===== src/rtl/glitch_seq_wb_if.sv =====
// glitch_seq_wb_if: Wishbone register bus between the host bridge and the glitch sequencer
interface glitch_seq_wb_if;
  logic       stb_i;
  logic       we_i;
  logic [3:0] adr_i;
  logic [7:0] dat_i;
  logic [7:0] dat_o;
  logic       ack_o;
  modport master (output stb_i, we_i, adr_i, dat_i, input dat_o, ack_o);
  modport slave (input stb_i, we_i, adr_i, dat_i, output dat_o, ack_o);
endinterface


===== src/rtl/glitch_seq_wb.sv =====
// glitch_seq_wb: Wishbone-mapped glitch sequencer emitting trains of clock glitches after a delay
module glitch_seq_wb #(
  parameter int DELAY_W = 24,
  parameter int WIDTH_W = 8,
  parameter int COUNT_W = 8
) (
  input  logic            clk_i,
  input  logic            rst_i,
  glitch_seq_wb_if.slave  bus,
  input  logic            clk_in,
  input  logic            trig_in,
  output logic            clk_out,
  output logic            irq_o,
  output logic [5:0]      ch_out
);
  localparam int NB = DELAY_W / 8;
  typedef enum logic [2:0] {IDLE, WAIT_TRIG, DELAY, PULSE, GAP} state_t;
  state_t state;
  logic [3:0] mode;
  logic [WIDTH_W-1:0] width, gap, wcnt, width_min, gap_min;
  logic [COUNT_W-1:0] count, pulses, count_min, pulses_inc;
  logic [DELAY_W-1:0] delay, dcnt;
  logic done, arm_stb, glitch_en, trig_s0, trig_s1, trig_s2;
  logic req, wr, ctrl_wr, abort, cfg_wr, trig_edge, last_pulse;
  logic [7:0] rdata;
  assign req = bus.stb_i & ~bus.ack_o;
  assign wr = req & bus.we_i;
  assign ctrl_wr = wr & (bus.adr_i == 4'h0);
  assign abort = ctrl_wr & bus.dat_i[1];
  assign cfg_wr = wr & (state == IDLE);
  assign trig_edge = mode[2] ? (trig_s2 & ~trig_s1) : (trig_s1 & ~trig_s2);
  assign width_min = (width == '0) ? WIDTH_W'(1) : width;
  assign gap_min = (gap == '0) ? WIDTH_W'(1) : gap;
  assign count_min = (count == '0) ? COUNT_W'(1) : count;
  assign pulses_inc = (pulses == '1) ? pulses : pulses + COUNT_W'(1);
  assign last_pulse = pulses_inc >= count_min;
  assign clk_out = glitch_en ? ((mode[1:0] == 2'd1) | ((mode[1:0] == 2'd2) & ~clk_in)) : clk_in;
  assign ch_out = {state == DELAY, glitch_en, state == IDLE, arm_stb, clk_in, clk_out};
  always_comb begin
    rdata = '0;
    case (bus.adr_i)
      4'h0: rdata = {5'd0, done, state != IDLE, state == IDLE};
      4'h1: rdata = {4'd0, mode};
      4'h2: rdata = width;
      4'h3: rdata = gap;
      4'h4: rdata = count;
      4'h9: rdata = pulses;
      default: ;
    endcase
    for (int k = 0; k < NB; k++) if (bus.adr_i == 4'(5 + k)) rdata = delay[8*k +: 8];
  end
  always_ff @(posedge clk_i or posedge rst_i) begin
    if (rst_i) begin
      state <= IDLE;
      mode <= '0;
      width <= '0;
      gap <= '0;
      count <= '0;
      pulses <= '0;
      delay <= '0;
      dcnt <= '0;
      wcnt <= '0;
      done <= 1'b0;
      arm_stb <= 1'b0;
      glitch_en <= 1'b0;
      {trig_s2, trig_s1, trig_s0} <= '0;
      irq_o <= 1'b0;
      bus.ack_o <= 1'b0;
      bus.dat_o <= '0;
    end else begin
      bus.ack_o <= req;
      bus.dat_o <= req ? rdata : 8'd0;
      irq_o <= 1'b0;
      arm_stb <= ctrl_wr & bus.dat_i[0] & ~bus.dat_i[1];
      {trig_s2, trig_s1, trig_s0} <= {trig_s1, trig_s0, trig_in};
      if (ctrl_wr & bus.dat_i[2]) done <= 1'b0;
      if (cfg_wr) begin
        case (bus.adr_i)
          4'h1: mode <= bus.dat_i[3:0];
          4'h2: width <= bus.dat_i;
          4'h3: gap <= bus.dat_i;
          4'h4: count <= bus.dat_i;
          default: ;
        endcase
        for (int k = 0; k < NB; k++) if (bus.adr_i == 4'(5 + k)) delay[8*k +: 8] <= bus.dat_i;
      end
      if (abort) begin
        state <= IDLE;
        glitch_en <= 1'b0;
      end else begin
        case (state)
          IDLE: if (arm_stb) begin
            pulses <= '0;
            if (mode[3]) state <= WAIT_TRIG;
            else if (delay == '0) begin
              state <= PULSE;
              glitch_en <= 1'b1;
              wcnt <= width_min;
            end else begin
              state <= DELAY;
              dcnt <= delay;
            end
          end
          WAIT_TRIG: if (trig_edge) begin
            if (delay == '0) begin
              state <= PULSE;
              glitch_en <= 1'b1;
              wcnt <= width_min;
            end else begin
              state <= DELAY;
              dcnt <= delay;
            end
          end
          DELAY: if (dcnt == DELAY_W'(1)) begin
            state <= PULSE;
            glitch_en <= 1'b1;
            wcnt <= width_min;
          end else dcnt <= dcnt - DELAY_W'(1);
          PULSE: if (wcnt == WIDTH_W'(1)) begin
            glitch_en <= 1'b0;
            pulses <= pulses_inc;
            if (last_pulse) begin
              state <= IDLE;
              done <= 1'b1;
              irq_o <= 1'b1;
            end else begin
              state <= GAP;
              wcnt <= gap_min;
            end
          end else wcnt <= wcnt - WIDTH_W'(1);
          GAP: if (wcnt == WIDTH_W'(1)) begin
            state <= PULSE;
            glitch_en <= 1'b1;
            wcnt <= width_min;
          end else wcnt <= wcnt - WIDTH_W'(1);
          default: state <= IDLE;
        endcase
      end
    end
  end
endmodule


===== src/flat_wrapper.sv =====
// flat-port wrapper written by rule: the top's interface ports become plain ports
module glitch_seq_wb_flat 
#(
  parameter int DELAY_W = 24,
  parameter int WIDTH_W = 8,
  parameter int COUNT_W = 8
)
  (clk_i, rst_i, clk_in, trig_in, clk_out, irq_o, ch_out, bus_stb_i, bus_we_i, bus_adr_i, bus_dat_i, bus_dat_o, bus_ack_o);
  glitch_seq_wb_if bus_i ();
  input  logic clk_i;
  input  logic rst_i;
  input  logic clk_in;
  input  logic trig_in;
  output logic clk_out;
  output logic irq_o;
  output logic [5:0] ch_out;
  input wire logic [$bits(bus_i.stb_i)-1:0] bus_stb_i;
  input wire logic [$bits(bus_i.we_i)-1:0] bus_we_i;
  input wire logic [$bits(bus_i.adr_i)-1:0] bus_adr_i;
  input wire logic [$bits(bus_i.dat_i)-1:0] bus_dat_i;
  output wire logic [$bits(bus_i.dat_o)-1:0] bus_dat_o;
  output wire logic [$bits(bus_i.ack_o)-1:0] bus_ack_o;
  assign bus_i.stb_i = bus_stb_i;
  assign bus_i.we_i = bus_we_i;
  assign bus_i.adr_i = bus_adr_i;
  assign bus_i.dat_i = bus_dat_i;
  assign bus_dat_o = bus_i.dat_o;
  assign bus_ack_o = bus_i.ack_o;
  glitch_seq_wb #(.DELAY_W(DELAY_W), .WIDTH_W(WIDTH_W), .COUNT_W(COUNT_W)) u_core (.clk_i(clk_i), .rst_i(rst_i), .bus(bus_i), .clk_in(clk_in), .trig_in(trig_in), .clk_out(clk_out), .irq_o(irq_o), .ch_out(ch_out));
endmodule

===== config.mk =====
export PLATFORM = sky130hd
export DESIGN_NAME = glitch_seq_wb_flat
export DESIGN_NICKNAME = d
export VERILOG_FILES = /design/src/rtl/glitch_seq_wb_if.sv /design/src/rtl/glitch_seq_wb.sv /design/src/flat_wrapper.sv
export SDC_FILE = /design/constraint.sdc
export NUM_CORES = 1
export LEC_CHECK = 0
export ABC_AREA = 1
export CAP_MARGIN = 0
export CORE_ASPECT_RATIO = 1.25
export CORE_UTILIZATION = 49
export DETAILED_ROUTE_END_ITERATION = 7
export GPL_ROUTABILITY_DRIVEN = 0
export PLACE_DENSITY_LB_ADDON = 0.3
export SLEW_MARGIN = 10
export SYNTH_ARGS = -nofsm -noshare
export SYNTH_HDL_FRONTEND = slang
export SYNTH_SLANG_ARGS = --single-unit

===== constraint.sdc =====
create_clock -name clk_i -period 4.8 [get_ports clk_i]
set_input_delay 0.96 -clock clk_i [delete_from_list [all_inputs] [get_ports clk_i]]
set_output_delay 0.96 -clock clk_i [all_outputs]
set_load 0.02 [all_outputs]

==> flow_metrics.tcl <==
set metrics [dict create \
    synth_top_area_share_pct 40.6 \
    fin_cells 1165 \
    multiInputGateArea_sq_um 3450 \
    p_leak_nw 3.81 \
    dr.pass1.iters 6 \
    grt_remaining_overflow 0 \
    cts_buffers 9 \
    crit_fanout 2 \
    core-area_sq_um 13400 \
    ff_latch_area_sq_um 2780 \
    grt_setup_unrepaired "false" \
    final_cell_area_sq_um 7600 \
    end_kind "output port" \
    whs_ns 0.380 \
    ys_top_cells_by_area "dfrtp_1 41%, nand2_1 16%, inv_1 6.6%, nand3_1 6.1%, nor2_1 5.2%" \
    cap_violations 0 \
    cts_sinks 111 \
    ctsHoldBuffers 0 \
    cp.required_ns 3.84 \
    netlist_area_sq_um 6840 \
    fmax_ghz 0.298 \
    hold_viol_final 0 \
    setup.worst_path.end "ch_out[0]" \
    drt-initial-drc-count 490 \
    diodes 0 \
    placedCellCount 1149 \
    max_slew_margin_pct 39.6 \
    r2r-start "u_core.pulses[1]" \
    reg2regPathDepth 15 \
    hold_class "reg2reg" \
    ys_seq_area_share_pct 40.6 \
    clockBufferDepth 2 \
    wl_per_cell_um 15.4 \
    finalWorstPathRequiredPeriod_ns 3.36 \
    outcome "completed" \
    dieHeight_um 134 \
    regToRegEndpoint "u_core.wcnt[4]" \
    synthCells 962 \
    finalSetupViolCount 0 \
    final_nets 1020 \
    p_sw_w 0.00216 \
    yosysTopAreaCell "dfrtp_1" \
    fin_crit_sh_pct 69.9 \
    yosysMostFrequentCell "nand2_1" \
    finClkSkew_ns 0.0111 \
    postPlaceCellArea_sq_um 7290 \
    wirelength_mm 17.9 \
    antenna_found_initial 0 \
    crit_type "in2out" \
    htreeDepth 3 \
    grt_pass1_vias 5918 \
    internal-power_w 0.00223 \
    start_util_pct 51.0 \
    portBuffers 34 \
    num_vias 6340 \
    cts.clk_slew.worst_paths_ns 0.08 \
    synth_enable_flop_cells 0 \
    r2r_slack_ns 1.66 \
    power_density_nw_per_um2 578 \
    die_area_sq_um 14400 \
    cp.arrival_ns 2.40 \
    cts_resized 0 \
    tightest_slew_ns 0.902 \
    syn2layout_area_growth_pct 11.0 \
    ys_warn_count 0 \
    synth_nets 993 \
    worst_setup_path_start_kind "input port" \
    clk_latency_ns 0.37 \
    min_path_cells 0 \
    rows 47 \
    root_buffer "clkbuf_16" \
    io-pin-count 35 \
    synth-async-reset-ratio_pct 100 \
    synth_area_per_cell_sq_um 7.11 \
    dp_hpwl_mm 13.4 \
    p_comb_share_pct 51.2 \
    avgViaCountPerCell 5.44 \
    synthFlopType "dfrtp_1" \
    grt_max_degree 70 \
    p_sw_share_pct 49.2 \
    drt.antenna.violating_nets 0 \
    setup.worst_path.start "clk_in" \
    ys_ff_latch 111 \
    cts_setup_buffers 0 \
    pwr-share-seq_pct 31.0 \
    drive_gt1_share_pct 7.85 \
    nFillCells 1277 \
    min_from "u_core.trig_s0" \
    finish.utilization_pct 56.7 \
    cts_tree "yes" \
    die_x_um 108 \
    tns_ns 0 \
    synth_cell_type_count 41 \
    grt_first_pass_wirelength_mm 29.5 \
    power.clock.fraction_pct 17.8 \
    grtUsageTotal_pct 26.7 \
    drv_slew 0 \
    yosys-top-cells-count "283 x nand2_1, 120 x inv_1, 111 x dfrtp_1" \
    drc 0 \
    vdd_ir_drop_max_mv 0.327 \
]
cell usage in the layout (no fill, tap or decap), drive strengths merged:
cell type      netlist  routed
a21oi               21      21
and2                 1       1
buf                 13       3
clkbuf               8       9
clkdlybuf4s50        0      34
clkinv               1       3
dfrtp              111     111
ha                  13      13
inv                127     132
nand2              295     295
nand3               87      87
nand3b               2       2
nand4               20      20
nor2               107     107
nor3                10      10
o211ai               4       4
o21a                 2       2
o21ai              101     101
o21bai               1       1
o22ai               21      21
o31ai                2       2
o32ai                1       1
o41ai                1       1
or2                  5       5
xnor2                3       3
xor2                 5       5
how the worst min path moves through the flow:
stage,endpoint
after floorplan,u_core.trig_s1
after global placement,u_core.trig_s1
after detailed placement,u_core.trig_s1
after CTS,u_core.trig_s1
after global routing,u_core.trig_s1
final,u_core.trig_s1
stage by stage:
| stage | setup WS, ns | total power [W] |
|---|---|---|
| final | 1.44 | 0.00439 |
| after global routing | 1.33 | 0.00477 |
| after CTS | 1.44 | 0.00440 |
| after detailed placement | 1.43 | 0.00361 |
| after global placement | 1.46 | 0.00356 |
| after floorplan | 0.909 | 0.00313 |
cells by family (layout without fill, tap and decap cells):
| family | count (synthesis) | in the layout | synth area share (%) |
|---|---|---|---|
| buffers and inverters | 149 | 181 | 8.99 |
| xor gates and xnor gates | 8 | 8 | 1.02 |
| DFF | 111 | 111 | 40.6 |
| adders and majority gates | 13 | 13 | 2.38 |
| and+or+nand+nor | 527 | 527 | 33.9 |
| AOI/OAI and AO/OA | 154 | 154 | 13.1 |
power groups by stage:
stage | Sequential [W] | Combinational (W) | Clock (W)
2_1_floorplan | 0.00131 | 0.00182 | 0
3_3_place_gp | 0.00137 | 0.00220 | 0
3_5_place_dp | 0.00137 | 0.00224 | 0
4_1_cts | 0.00135 | 0.00225 | 0.000796
5_1_grt | 0.00139 | 0.00255 | 0.000828
6_report | 0.00136 | 0.00225 | 0.000781
worst max-delay path: stages:
cell             delay [ns]
clkdlybuf4s50_1        0.42
inv_1                  0.08
nand3_1                0.06
o21ai_0                0.08
nand2_1                0.06
o21ai_0                0.09
clkdlybuf4s50_1        0.64
flip-flops by register name, summed over array words and instances (netlist names):
name / count
u_core.delay: 24
u_core.state: 3
u_core.glitch_en: 1
u_core.bus.dat_o: 8
u_core.pulses: 8
u_core.arm_stb: 1
u_core.width: 8
u_core.trig_s1: 1
u_core.dcnt: 24
u_core.mode: 4
u_core.trig_s0: 1
u_core.gap: 8
u_core.count: 8
u_core.wcnt: 8
u_core.bus.ack_o: 1
u_core.done: 1
u_core.trig_s2: 1
u_core.irq_o: 1
final cells by class:
type	instances	area share [%]
tap	171	2.82
timing repair buffer	37	4.78
clock inverter	7	1.07
multi-input combinational	702	45.4
inverter	128	6.39
sequential	111	36.6
clock buffer	9	2.96
layer usage:
| metal | wire length, um | track usage (%) | vias to the layer above |
|---|---|---|---|
| met5 | 0 | 0 | - |
| met1 | 7770 | 35.1 | 2940 |
| met3 | 750 | 2.53 | 43 |
| li1 | - | - | 3177 |
| met4 | 664 | 14.2 | 0 |
| met2 | 8720 | 43.4 | 180 |
Power figures use the tool's default switching activity.
==> variant 1: new RTL, config.mk and constraints unchanged <==
Register the output `irq_o` once more, with the module's reset; this adds one clock of latency there. The other outputs are not delayed to match.
--- a/src/rtl/glitch_seq_wb.sv
+++ b/src/rtl/glitch_seq_wb.sv
@@ -15,6 +15,8 @@
 );
   localparam int NB = DELAY_W / 8;
   typedef enum logic [2:0] {IDLE, WAIT_TRIG, DELAY, PULSE, GAP} state_t;
+
+  logic irq_s0;
   state_t state;
   logic [3:0] mode;
   logic [WIDTH_W-1:0] width, gap, wcnt, width_min, gap_min;
@@ -64,13 +66,13 @@
       arm_stb <= 1'b0;
       glitch_en <= 1'b0;
       {trig_s2, trig_s1, trig_s0} <= '0;
-      irq_o <= 1'b0;
+      irq_s0 <= 1'b0;
       bus.ack_o <= 1'b0;
       bus.dat_o <= '0;
     end else begin
       bus.ack_o <= req;
       bus.dat_o <= req ? rdata : 8'd0;
-      irq_o <= 1'b0;
+      irq_s0 <= 1'b0;
       arm_stb <= ctrl_wr & bus.dat_i[0] & ~bus.dat_i[1];
       {trig_s2, trig_s1, trig_s0} <= {trig_s1, trig_s0, trig_in};
       if (ctrl_wr & bus.dat_i[2]) done <= 1'b0;
@@ -122,7 +124,7 @@
             if (last_pulse) begin
               state <= IDLE;
               done <= 1'b1;
-              irq_o <= 1'b1;
+              irq_s0 <= 1'b1;
             end else begin
               state <= GAP;
               wcnt <= gap_min;
@@ -138,5 +140,13 @@
       end
     end
   end
+  always_ff @(posedge clk_i or posedge rst_i) begin
+    if (rst_i) begin
+      irq_o <= '0;
+    end else begin
+      irq_o <= irq_s0;
+    end
+  end
+
 endmodule
 
Function: changed (Yosys sat finds a counterexample within 4 cycles, from zero or initial values and one cycle with rst_i high).
==> variant 1 against the unedited design <==
Total power grew 0.46%; critical path type unchanged; worst setup slack gained 0.0054 ns; sequential cell count grew 1; count of clock-buffer cells in the layout grew 1; design area grew 0.13%; register-to-register slack lost 0.07 ns; core utilization shrank 1.3 points; routed wire length grew 3.5%; fmax grew 0.16%; synthesized area grew 0.37%.
==> variant 1: results <==
grt:
  grt_pass1_vias: 5944
  grtUsageMet3_pct: 4.227
  grt_pass1_wl_mm: 30.59
  use_met2_pct: 43.06
  met1_usage_pct: 37.09
  grt_max_degree: 58
  grt_use_total_pct: 27.71
synthesis:
  yosys.area_share.xor_xnor_pct: 1.020
  yosysSeqAreaShare_pct: 40.80
  synthTopCellsByCount: "283 x nand2_1, 120 x inv_1, 112 x dfrtp_1"
  synth_area_leaders: "dfrtp_1 41%, nand2_1 15%, inv_1 6.6%, nand3_1 6.0%, nor2_1 5.2%"
  synth_compound_gate_area_share_pct: 13.08
  synth_adder_area_share_pct: 2.368
  syn_area_per_cell_um2: 7.133
cells_and_area:
  seq_share_pct: 36.84
  clk_share_pct: 3.766
  buf_share_pct: 4.770
  seq_cell_count: 112
  area_growth_pct: 10.75
  drive_gt1_share_pct: 7.839
  final_cells: 1170
  fill_cells: 1311
  clock_buffers: 10
route:
  totalWireLength_mm: 18.52
  met1Wirelength_mm: 8.138
  viasPerCell: 5.420
  initialDrtViolationCount: 509
  met2_length_mm: 8.595
  met3_length_um: 886
status:
  status: "finished clean"
place:
  preCtsSetupSlack_ns: 1.443
  dp.cells: 1154
  dp_hpwl_mm: 13.89
  dpl-instance-area_um2: 7321
sta:
  fin_skew_ns: 0.01394
  relSlewSlack_pct: 38.30
pwr:
  p_leak_nw: 3.816
  max-vdd-ir-drop_v: 0.0002728
  power.switching_mw: 2.171
  powerComb_mw: 2.29
min_path:
  hold_path.class: "reg -> reg"
-- variant 1: cell types whose count changed in the layout (fill, tap and decap cells not counted), sizes merged --
cell / delta
dfrtp: +1
clkinvlp: +1
clkbuf: +1
inv: -2
-- variant 1: cells by family after synthesis --
| kind of cell | after synthesis |
|---|---|
| xor+xnor | 8 |
| buf+inv | 149 |
| simple gates | 527 |
| flops | 112 |
| fa+ha+maj | 13 |
| compound gates | 154 |
-- variant 1: worst paths after layout --
path                             startpoint  slack, ns  cells past startpoint             endpoint
max                                  clk_in       1.45                      7            ch_out[0]
min reg2reg                  u_core.trig_s0       0.36                      0       u_core.trig_s1
max in group asynchronous             rst_i       2.86                      3       u_core.wcnt[2]
max reg2reg                u_core.pulses[1]       1.59                     15       u_core.wcnt[7]
min in group asynchronous             rst_i       1.06                      2  u_core.bus.dat_o[3]
min                          u_core.trig_s0       0.36                      0       u_core.trig_s1
==> variant 2: new RTL, same settings <==
Without the edit above. Reset style: synchronous (`rst_i`), changed in one clocked block.
--- a/src/rtl/glitch_seq_wb.sv
+++ b/src/rtl/glitch_seq_wb.sv
@@ -49,7 +49,7 @@
     endcase
     for (int k = 0; k < NB; k++) if (bus.adr_i == 4'(5 + k)) rdata = delay[8*k +: 8];
   end
-  always_ff @(posedge clk_i or posedge rst_i) begin
+  always_ff @(posedge clk_i) begin
     if (rst_i) begin
       state <= IDLE;
       mode <= '0;
Check against the original RTL: differs if rst_i is asserted again (counterexample within 4 cycles, from zero or initial values and one cycle with rst_i high); with rst_i held inactive, the same outputs for 4 cycles.
==> variant 2 against the unedited design <==
Synthesized cell count rose by 5.3%; largest cell class unchanged; fmax rose by 2.2%; sequential cell count did not move; non-clock buffer count rose by 2; synthesized area fell by 5.8%; design area fell by 5.6%; critical path depth fell by 2; routed wire length fell by 0.16%; worst setup slack improved by 0.072 ns; total power fell by 26%.
==> variant 2: results <==
status:
  status: "finished clean"
route:
  totalWireLength_mm: 17.87
  initialDrtViolationCount: 487
  drtPass1Iterations: 5
  wl_per_cell_um: 14.78
  vias: 6520
setup_path:
  r2r_setup_slack_ns: 2.01
  arrival_ns: 2.32
  r2r-start: "u_core.pulses[5]"
  rr_worst_depth: 16
  r2r_end: "u_core.wcnt[4]"
pwr:
  p_leak_nw: 3.093
  max-vdd-ir-drop_v: 0.0004048
synthesis:
  synthFlopType: "dfxtp_1"
  ys_types: 39
  synth_area_leaders: "dfxtp_1 34%, nand2_1 14%, nor2_1 9.4%, inv_1 6.6%, o21ai_0 6.5%"
  yosysSeqAreaShare_pct: 34.45
  synthArstFlopShare_pct: 0
  syn_nets: 1044
  synthTopCellsByCount: "248 x nand2_1, 162 x nor2_1, 114 x inv_1"
  syn_area_per_cell_um2: 6.367
sta:
  relSlewSlack_pct: 59.43
  fin_skew_ns: 0.007092
grt:
  grt_pass1_vias: 5878
  grt_max_degree: 39
  grt_use_total_pct: 27.03
cells_and_area:
  drive_gt1_share_pct: 6.052
clock_tree:
  cts.clk_slew.worst_paths_ns: 0.06
  numCtsBuffers: 9
min_path:
  whs_path_depth: 2
  hold_end: "u_core.trig_s1"
  hp-start: "u_core.trig_s0"
place:
  dp_hpwl_mm: 13.31
  dp.cells: 1194
[variant 2: cell types whose count changed after synthesis, sizes merged, moves of 6 or more]
cell / before / now
a21oi: 21 / 82
clkbuf: 8 / 14
dfrtp: 111 / 0
dfxtp: 0 / 111
nand2: 295 / 255
nand3: 87 / 61
nor2: 107 / 182
o21ai: 101 / 87
o22ai: 21 / 14
[variant 2: metrics by stage]
stage	instance area, µm²	hold slack, ns	setup WS, ns
2_1_floorplan	6450	0.3883	2.141
3_3_place_gp	6883	0.3953	1.534
3_5_place_dp	6883	0.4060	1.499
4_1_cts	7168	0.4161	1.504
5_1_grt	7168	0.4673	1.392
6_report	7168	0.4182	1.515
[variant 2: logic make-up after synthesis]
kind of cell    share of synthesized area, %
flops                                  34.45
simple gates                           35.83
buf+inv                                9.738
compound gates                         16.24
xor+xnor                               1.222
fa+ha+maj                              2.522
[variant 2: how the worst max path moves through the flow]
stage | to | slack (ns) | depth (start not counted)
floorplan | ch_out[0] | 2.14 | 4
global placement | ch_out[0] | 1.53 | 5
detailed placement | ch_out[0] | 1.50 | 5
CTS | ch_out[0] | 1.50 | 5
global route | clk_out | 1.39 | 5
finish | ch_out[0] | 1.52 | 5
[variant 2: power by group]
group | internal (mW) | switching [mW] | total, mW
Sequential | 0.994 | 0.0744 | 1.07
Combinational | 0.493 | 0.955 | 1.45
Clock | 0.392 | 0.342 | 0.734
Total | 1.88 | 1.37 | 3.25
[variant 2: area by class of cell]
class / count / area, µm²
clock buffers: 13 / 270.3
clock inverters: 2 / 15.01
fillers: 1269 / 5609
inverters: 126 / 473.0
multi-input cells: 750 / 3600
flip-flops and latches: 111 / 2222
well taps: 168 / 210.2
repair buffers: 39 / 377.9
[variant 2: critical path, delay by kind of cell]
family	cells	cell delay, ns
buffers and inverters	3	1.13
AO/OA/AOI/OAI	2	0.24
[variant 2: routing by layer]
| metal | share of wire, % | global-route usage, % | vias to the layer above | routed length (µm) |
|---|---|---|---|---|
| met2 | 48 | 47.76 | 178 | 8664 |
| met3 | 4.5 | 2.747 | 60 | 803 |
| met5 | 0 | 0 | - | 0 |
| met4 | 5.2 | 17.81 | 0 | 928 |
| li1 | - | - | 3312 | - |
| met1 | 42 | 31.37 | 2970 | 7477 |
